### config.mk
export PLATFORM = sky130hd
export DESIGN_NAME = spi_master_multi
export DESIGN_NICKNAME = d
export VERILOG_FILES = /design/src/rtl/spi_pkg.sv /design/src/rtl/spi_half_period_cnt.sv /design/src/rtl/spi_master_multi.sv
export SDC_FILE = /design/constraint.sdc
export NUM_CORES = 1
export LEC_CHECK = 0
export ABC_AREA = 0
export CAP_MARGIN = 10
export CORE_AREA = 2 2 94 96
export CTS_BUF_LIST = sky130_fd_sc_hd__clkbuf_8 sky130_fd_sc_hd__clkbuf_16
export DETAILED_ROUTE_END_ITERATION = 7
export DIE_AREA = 0 0 96 98
export GPL_ROUTABILITY_DRIVEN = 0
export MAX_ROUTING_LAYER = met4
export PLACE_DENSITY = 0.73
export REMOVE_ABC_BUFFERS = 1
export SLEW_MARGIN = 25
export SYNTH_ARGS = -nofsm -noshare
export SYNTH_HDL_FRONTEND = slang
export SYNTH_SLANG_ARGS = --single-unit
### constraint.sdc
create_clock -name clk -period 5 [get_ports clk]
set_input_delay 1.5 -clock clk [delete_from_list [all_inputs] [get_ports clk]]
set_output_delay 1.5 -clock clk [all_outputs]
set_load 0.01 [all_outputs]
### src/rtl/spi_pkg.sv
// Shared types and helpers for the multi-slave SPI master.
package spi_pkg;

  typedef enum logic [2:0] {
    ST_IDLE,
    ST_SS_SETUP,
    ST_CPHA_DLY,
    ST_P0,
    ST_P1,
    ST_SS_TURNOFF
  } spi_state_t;

  localparam int unsigned MAX_DATA_W = 32;
  localparam int unsigned MAX_IDX_W  = $clog2(MAX_DATA_W);

  // Select-index width; a single slave still needs one bit.
  function automatic int unsigned ss_width(input int unsigned n);
    return (n > 1) ? $clog2(n) : 1;
  endfunction

  // Reverse the low w bits of x; bits at and above w are returned as zero.
  function automatic logic [MAX_DATA_W-1:0] bit_rev(input logic [MAX_DATA_W-1:0] x,
                                                    input int unsigned w);
    logic [MAX_DATA_W-1:0] r;
    r = '0;
    for (int unsigned i = 0; i < MAX_DATA_W; i++) begin
      if (i < w) r[MAX_IDX_W'(i)] = x[MAX_IDX_W'(w - 1 - i)];
    end
    return r;
  endfunction

endpackage

### src/rtl/spi_half_period_cnt.sv
// Half-period timer: ticks on the last clk cycle of each D = dvsr+1 cycle phase.
module spi_half_period_cnt #(
  parameter int unsigned DVSR_W = 16
) (
  input  logic              clk,
  input  logic              reset_n,
  input  logic              i_clr,
  input  logic              i_en,
  input  logic [DVSR_W-1:0] i_dvsr,
  output logic              o_tick_c
);

  logic [DVSR_W-1:0] r_cnt;

  assign o_tick_c = i_en && (r_cnt == i_dvsr);

  always_ff @(posedge clk or negedge reset_n) begin
    if (!reset_n) begin
      r_cnt <= '0;
    end else if (i_clr) begin
      r_cnt <= '0;
    end else if (i_en) begin
      r_cnt <= o_tick_c ? '0 : r_cnt + DVSR_W'(1);
    end
  end

endmodule

### src/rtl/spi_master_multi.sv
// Parametrised SPI master: any CPOL/CPHA mode, MSB/LSB first, NUM_SS selects
// with setup/turn-off spacing and optional select hold between transfers.
module spi_master_multi
  import spi_pkg::*;
#(
  parameter  int unsigned DATA_W = 8,
  parameter  int unsigned NUM_SS = 4,
  parameter  int unsigned DVSR_W = 16,
  localparam int unsigned SS_W   = ss_width(NUM_SS)
) (
  input  logic              clk,
  input  logic              reset_n,
  input  logic [DATA_W-1:0] din,
  input  logic [DVSR_W-1:0] dvsr,
  input  logic              start,
  input  logic              cpol,
  input  logic              cpha,
  input  logic              lsb_first,
  input  logic              hold_ss,
  input  logic [SS_W-1:0]   ss_sel,
  output logic [DATA_W-1:0] dout,
  output logic              spi_done_tick,
  output logic              ready,
  output logic              sclk,
  output logic              mosi,
  input  logic              miso,
  output logic [NUM_SS-1:0] ss_n
);

  localparam int unsigned      CNT_W    = $clog2(DATA_W);
  localparam logic [CNT_W-1:0] LAST_BIT = CNT_W'(DATA_W - 1);

  spi_state_t        r_state, w_next;
  logic [DATA_W-1:0] r_tx, r_rx, r_dout;
  logic [CNT_W-1:0]  r_bit_cnt;
  logic [DVSR_W-1:0] r_dvsr;
  logic [SS_W-1:0]   r_sel, r_held_sel;
  logic              r_cpol, r_cpha, r_lsb, r_hold, r_held;
  logic [NUM_SS-1:0] r_ss_n;
  logic              r_sclk, r_mosi, r_done, r_ready;

  logic              w_tick, w_cnt_en;
  logic              w_accept, w_sample, w_bit_end, w_last, w_phase;
  logic              w_held_hit, w_sel_ok, w_rsel_ok, w_cpha_eff, w_cpol_eff;
  logic [DATA_W-1:0] w_din_ord, w_rx_ord;

  assign w_cnt_en   = (r_state != ST_IDLE);
  assign w_held_hit = r_held && (r_held_sel == ss_sel);
  assign w_sel_ok   = 32'(ss_sel) < NUM_SS;
  assign w_rsel_ok  = 32'(r_sel) < NUM_SS;
  // Mode comes straight from the inputs while idle so sclk tracks cpol there.
  assign w_cpha_eff = (r_state == ST_IDLE) ? cpha : r_cpha;
  assign w_cpol_eff = (r_state == ST_IDLE || w_next == ST_IDLE) ? cpol : r_cpol;
  // LSB-first is handled by reversing at the edges; the shifters always run MSB-first.
  assign w_din_ord  = lsb_first ? DATA_W'(bit_rev(MAX_DATA_W'(din), DATA_W)) : din;
  assign w_rx_ord   = r_lsb ? DATA_W'(bit_rev(MAX_DATA_W'(r_rx), DATA_W)) : r_rx;

  spi_half_period_cnt #(
    .DVSR_W (DVSR_W)
  ) u_cnt (
    .clk      (clk),
    .reset_n  (reset_n),
    .i_clr    (!w_cnt_en),
    .i_en     (w_cnt_en),
    .i_dvsr   (r_dvsr),
    .o_tick_c (w_tick)
  );

  always_ff @(posedge clk or negedge reset_n) begin
    if (!reset_n) r_state <= ST_IDLE;
    else          r_state <= w_next;
  end

  always_comb begin
    w_next = r_state;
    case (r_state)
      ST_IDLE:       if (start) w_next = w_held_hit ? (cpha ? ST_CPHA_DLY : ST_P0) : ST_SS_SETUP;
      ST_SS_SETUP:   if (w_tick) w_next = r_cpha ? ST_CPHA_DLY : ST_P0;
      ST_CPHA_DLY:   if (w_tick) w_next = ST_P0;
      ST_P0:         if (w_tick) w_next = ST_P1;
      ST_P1:         if (w_tick) w_next = (r_bit_cnt != LAST_BIT) ? ST_P0 :
                                          (r_hold ? ST_IDLE : ST_SS_TURNOFF);
      ST_SS_TURNOFF: if (w_tick) w_next = ST_IDLE;
      default:       w_next = ST_IDLE;
    endcase
  end

  always_comb begin
    w_accept  = 1'b0;
    w_sample  = 1'b0;
    w_bit_end = 1'b0;
    w_last    = 1'b0;
    w_phase   = 1'b0;
    w_accept  = (r_state == ST_IDLE) && start;
    w_sample  = (r_state == ST_P0) && w_tick;
    w_bit_end = (r_state == ST_P1) && w_tick;
    w_last    = w_bit_end && (r_bit_cnt == LAST_BIT);
    w_phase   = w_cpha_eff ? (w_next == ST_P0) : (w_next == ST_P1);
  end

  always_ff @(posedge clk or negedge reset_n) begin
    if (!reset_n) begin
      r_tx       <= '0;
      r_rx       <= '0;
      r_dout     <= '0;
      r_bit_cnt  <= '0;
      r_dvsr     <= '0;
      r_sel      <= '0;
      r_held_sel <= '0;
      r_cpol     <= 1'b0;
      r_cpha     <= 1'b0;
      r_lsb      <= 1'b0;
      r_hold     <= 1'b0;
      r_held     <= 1'b0;
      r_ss_n     <= '1;
      r_sclk     <= 1'b0;
      r_mosi     <= 1'b0;
      r_done     <= 1'b0;
      r_ready    <= 1'b1;
    end else begin
      r_done  <= w_last;
      r_ready <= (w_next == ST_IDLE);
      r_sclk  <= w_phase ^ w_cpol_eff;
      if (w_accept) begin
        r_tx      <= w_din_ord << 1;
        r_mosi    <= w_din_ord[DATA_W-1];
        r_rx      <= '0;
        r_bit_cnt <= '0;
        r_cpol    <= cpol;
        r_cpha    <= cpha;
        r_lsb     <= lsb_first;
        r_hold    <= hold_ss;
        r_sel     <= ss_sel;
        r_dvsr    <= dvsr;
        // A different target drops any held slave and selects the new one together.
        if (!w_held_hit) begin
          r_held <= 1'b0;
          r_ss_n <= ~(NUM_SS'(w_sel_ok) << ss_sel);
        end
      end
      if (w_sample) r_rx <= {r_rx[DATA_W-2:0], miso};
      if (w_bit_end) begin
        r_bit_cnt <= r_bit_cnt + CNT_W'(1);
        r_mosi    <= r_tx[DATA_W-1];
        r_tx      <= r_tx << 1;
      end
      if (w_last) begin
        r_dout <= w_rx_ord;
        r_mosi <= 1'b0;
        if (r_hold && w_rsel_ok) begin
          r_held     <= 1'b1;
          r_held_sel <= r_sel;
        end else begin
          r_held <= 1'b0;
          r_ss_n <= '1;
        end
      end
    end
  end

  assign dout          = r_dout;
  assign spi_done_tick = r_done;
  assign ready         = r_ready;
  assign sclk          = r_sclk;
  assign mosi          = r_mosi;
  assign ss_n          = r_ss_n;

endmodule

Yosys cells after proc, flatten, opt, wreduce, memory -nomap -nowiden
Cells that the tools add are included.
Widths: inputs -> output; s select.
{"block": "totals", "inputBits": 34, "reg_bits": 79, "word_cells": 88, "out_inout_bits": 16}
{"block": "op_classes", "eq_ne": 12, "bitwise_logic": 2, "add_sub_neg": 2, "n_shift": 1, "reduce_logical": 16, "n_mux": 36}
{"operator": "$mux 8", "count": 6}
{"operator": "$mux 16", "count": 2}
{"operator": "$mux 3", "count": 10}
{"operator": "$pmux 3 s6", "count": 1}
{"operator": "$add 16x1->16 const B", "count": 1}
{"operator": "$eq 16x16->1", "count": 1}
{"operator": "$mux 4", "count": 4}
{"operator": "$eq 3x3->1 const B", "count": 4}
{"operator": "$mux 1", "count": 12}
{"operator": "$eq 3x2->1 const B", "count": 3}
{"operator": "$logic_and 1x1->1", "count": 6}
{"operator": "$logic_not 3->1", "count": 2}
{"operator": "$reduce_bool 2->1", "count": 3}
{"operator": "$reduce_bool 3->1", "count": 2}
{"operator": "$not 4->4", "count": 1}
{"operator": "$reduce_and 2->1", "count": 2}
{"operator": "$shl 1x2->4 const A", "count": 1}
{"operator": "$add 3x1->3 const B", "count": 1}
{"operator": "$eq 3x1->1 const B", "count": 1}
{"operator": "$ne 3x3->1 const B", "count": 1}
{"operator": "$eq 2x2->1", "count": 1}
{"operator": "$mux 2", "count": 1}
{"operator": "$ne 2x2->1 const B", "count": 1}
{"operator": "$logic_or 1x1->1", "count": 1}
{"operator": "$xor 1x1->1", "count": 1}

Logic depth before layout (Yosys ltp)
{"block": "depth", "ltp_word": 9, "ltp_mapped": 11, "mapped_depth_nobuf": 8}

Modules after synthesis
Synthesis repeated with hierarchy kept, for this count alone.
{"block": "hier_totals", "cells_unflattened": 386, "area_unflattened_um2": 3846.2}
{"module": "spi_master_multi", "area_each_um2": 2746.4, "seq_area_each_um2": 1557.7, "cells_per_inst": 263, "instances": 1}
{"module": "spi_half_period_cnt", "area_each_um2": 1099.8, "seq_area_each_um2": 400.4, "cells_per_inst": 123, "instances": 1}

Worst setup path after synthesis
OpenSTA, ideal clock, no wires.
{"block": "synth_path", "path_kind": "input-to-reg", "startpoint": "input ss_sel[1]", "endpoint": "register r_sclk, in the netlist sclk", "stages": 8, "path_buffers": 0, "setup_ns": 0.080, "required_ns": 4.920, "t_arrival_ns": 2.883, "slack_ns": 2.037, "path_cell_list": "xor2_1 -> nor3_1 -> a21oi_1 -> nor3_1 -> o211ai_1 -> o41ai_2 -> mux2i_1 -> xnor2_1"}
{"block": "synth_between", "elab_chain_cells": 9, "word_cells_on_any_way": 12, "cone_classes": "eq/ne: 3; mux: 5; bitwise: 1; reduce/logical: 3"}
{"element": "start, declared", "line_no": "spi_master_multi.sv:20", "source": "input logic [SS_W-1:0] ss_sel,"}
{"element": "$eq 2x2->1 *", "line_no": "spi_master_multi.sv:48", "source": "assign w_held_hit = r_held && (r_held_sel == ss_sel);"}
{"element": "$logic_and 1x1->1 *", "line_no": "spi_master_multi.sv:48"}
{"element": "$mux 2 *", "line_no": "spi_master_multi.sv:77", "source": "ST_IDLE: if (start) w_next = w_held_hit ? (cpha ? ST_CPHA_DLY : ST_P0) : ST_SS_SETUP;"}
{"element": "$mux 3 *", "line_no": "spi_master_multi.sv:77"}
{"element": "$pmux 3 s6 *", "line_no": "spi_master_multi.sv:76", "source": "case (r_state)"}
{"element": "via w_next[0]", "line_no": "spi_master_multi.sv:33", "source": "spi_state_t r_state, w_next;"}
{"element": "$logic_not 3->1", "line_no": "spi_master_multi.sv:53", "source": "assign w_cpol_eff = (r_state == ST_IDLE || w_next == ST_IDLE) ? cpol : r_cpol;"}
{"element": "$logic_or 1x1->1", "line_no": "spi_master_multi.sv:53"}
{"element": "$mux 1", "line_no": "spi_master_multi.sv:53"}
{"element": "$xor 1x1->1 *", "line_no": "spi_master_multi.sv:123", "source": "r_sclk <= w_phase ^ w_cpol_eff;"}
{"element": "end signal, assigned", "line_no": "spi_master_multi.sv:123"}
{"element": "end, declared", "line_no": "spi_master_multi.sv:40", "source": "logic r_sclk, r_mosi, r_done, r_ready;"}
The timed path passes the listed nets; every way through them passes the cells marked *.
A chain may end at the register's enable or synchronous reset.

Worst setup path in the final report
Ends and elaborated chain as after synthesis.

==> metrics.txt <==
outcome=finished clean; Reg2Reg Setup Slack=~2000 ps; Hold Path End=r_held_sel[1]; Sequential Power Share=just under 50%; top cell type's share of synthesized area=49.3%; internal power=1.17 mW; Layout area overhead=22.1%; Final Hold Vio Count=0; most frequent cell on the critical path=nor3_1; Die Footprint=between 9000 and 10000 sq um; Startpoint Class=input pin; vias per cell=5.29; GR Util All Layers=between 10% and 20%; CP peak stage delay=a little over 500 ps; buffers added on ports=between 40 and 50; maximum clock frequency=around 290 MHz; Root Driver=clkbuf_8; layout cells sized above 1=a little over an eighth; MaxCap Viol Count=0; setup ws final=approximately 1500 ps; Place WS=1190 ps; Cells after Synth=339; post-DP HPWL=4910 microns; Synth Cell Area=3700 sq um; Crit Path Max Fanout=6; CTS clk-pin slew, worst paths=around 80 ps; post-synth cell types=44; Synth Area per Inst=between 10 and 15 sq um; Reg2Reg Depth=7; vias in the first global route=2505; Tcrit/Tclk final=just under 70%; sum of buffers and inverters on the critical path=1; Synth Register Bits=~80; Die W=96 microns; global route overflow=0; top_reg_cell synth=dfrtp_1; power per standard cell area=~350 nW/um^2; WS Path Type=input pin to flip-flop; CTS H-tree depth=3; Ant. Diodes=0; Leak=around 2 nW; post-CTS resize count=0; depth of the worst hold-timing path=1; Slew Limit Headroom=between 50% and 60%; largest net degree at the start of global routing=79; most frequent cell after synthesis=dfrtp_1; Initial Util=~44%; Post-synth EDFFs=0; RSZ-0062 raised after global routing=false; initial DRC count=~140; CTS Buf Count=9; clk_lat worst skew=between 300 and 400 ps; clk_skew=approximately 6.4 ps; Bufs on Longest Clock Path=2; first-pass GRT wire length=11700 microns; # rows=34; CTS tree=built; Post-CTS Hold Buffers=0; DR pass1 iterations=4; # setup viols final=0; Core Footprint=around 8500 sq um; Req. time, crit path=~5300 ps; YS warnings=0; Routed Antenna Nets=0; sequential share of the synthesized area=52.9%; worst slew pin tran=between 600 and 700 ps; synth top area cells=dfrtp_1 49%, mux2_2 7.0%, mux2i_1 4.6%; setup TNS=0 ps; Residual DRC=0; drt wl/cell=13.9 microns; final hold slack=slightly below 500 ps; CP top delay family=compound AO/OA/AOI/OAI gates; Tmin final=around 3500 ps; Post-synth ARST share=100%; Min-Delay Path Class=flip-flop to flip-flop; initial antenna violation count=0; CP max stage cell=clkdlybuf4s50_1; via count=about 2600; final slew viol count=0; cell taking the most area after synthesis=dfrtp_1; post-CTS setup buffers=0; critical path arrival=~3800 ps; die height=between 90 and 100 microns; Net count, final=~420; Max IR drop VDD=~150 uV; P_sw=393 uW; sinks on the clock net=78; Critical R2R Capture=r_held_sel[0]; Comb pwr share=a little over an eighth; crit-path cells=clkdlybuf4s50_1, xor2_1, nor3_1, a21oi_1, nor3_1, o211ai_1, o41ai_2, mux2i_1, xnor2_1; Sw Ratio=~25%; I/O Pins=50; Worst Hold Launch=r_sel[1]; Post-Route WL=around 7000 microns; worst r2r src=u_cnt.r_cnt[4]; critical path endpoint category=flip-flop; Post-synth top cells=73 x dfrtp_1, 39 x nor2_1, 34 x nand2_1; clock share of power=37.8%
## flip-flops by register name, summed over array words and instances, names as in the netlist, 2 cells and up
name         count
dout             8
r_bit_cnt        3
r_dvsr          16
r_held_sel       2
r_rx             8
r_sel            2
r_state          3
r_tx             7
ss_n             4
u_cnt.r_cnt     16
## worst max-delay path by stage
stage                         start  endpoint  slack (ps)  depth (start not counted)
final                     ss_sel[1]      sclk        1520                          9
after global routing      ss_sel[1]      sclk        1390                          9
after CTS                 ss_sel[1]      sclk        1540                          9
after detailed placement  ss_sel[1]      sclk        1190                          9
after global placement    ss_sel[1]      sclk        1320                          9
after floorplan               start      sclk        1620                          7
## worst register-to-register path, delay by kind of cell, from the launching register on
family,cells,cell delay [ps]
xor gates and xnor gates,1,170
DFF,1,450
muxes,1,350
and+or+nand+nor,5,1890
## final cells by class
type                            instances  area [sq um]
Sequential cell                        78          1960
Multi-Input combinational cell        239          1650
Fill cell                             746          3940
Tap cell                              108           135
Clock buffer                           11           151
Clock inverter                          5           105
Timing Repair Buffer                   50           499
Inverter                                7          26.3
## per-layer routing
layer  share of wire (%)  vias up  track usage, %
met5                   0        -               -
met4                 1.3        0            4.29
met3                 3.4        7            4.40
met2                  49       49            25.1
met1                  46     1305            21.4
li1                    -     1274               -
## metrics by stage
stage | util (%) | total power, mW | cell area, sq um | std cells
floorplan | - | 0.892 | 3630 | 324
detailed placement | 50.3 | 0.985 | 4260 | 482
CTS | 53.4 | 1.58 | 4520 | 498
global placement | 50.3 | 0.975 | 4260 | 482
global route | 53.4 | 1.65 | 4520 | 498
finish | 53.4 | 1.56 | 4520 | 498
## placed cells by master, fill, tap and decap left out, drive strengths merged, types with 3 or more instances in the layout
| cell type | count |
|---|---|
| a21oi | 12 |
| a221o | 6 |
| mux2 | 26 |
| ha | 3 |
| and3 | 7 |
| clkbuf | 11 |
| mux2i | 17 |
| clkdlybuf4s50 | 48 |
| nor4 | 3 |
| o21ai | 20 |
| dfstp | 5 |
| nand4 | 5 |
| nor2 | 39 |
| dfrtp | 73 |
| nor3 | 5 |
| xor2 | 18 |
| nand3 | 9 |
| bufinv | 3 |
| nand3b | 3 |
| xnor2 | 15 |
| inv | 7 |
| nand2 | 34 |
## power groups by stage
stage / Combinational [mW] / Clock, mW / Sequential, mW
after detailed placement: 0.215 / 0 / 0.769
after floorplan: 0.138 / 0 / 0.754
after global routing: 0.241 / 0.638 / 0.768
after CTS: 0.217 / 0.601 / 0.758
after global placement: 0.208 / 0 / 0.767
final: 0.214 / 0.591 / 0.758
## logic make-up (layout without fill, tap and decap cells)
group	after synthesis	after routing	share of synthesized area [%]
flip-flops	78	78	52.9
AND/OR/NAND/NOR	111	111	14.4
multiplexers	43	43	12.6
buffers and inverters	22	73	2.70
XOR/XNOR	33	33	7.80
AO/OA/AOI/OAI	49	49	8.68
adder cells (fa/ha/maj)	3	3	1.01
No activity file was read; power rests on OpenSTA's default activity.
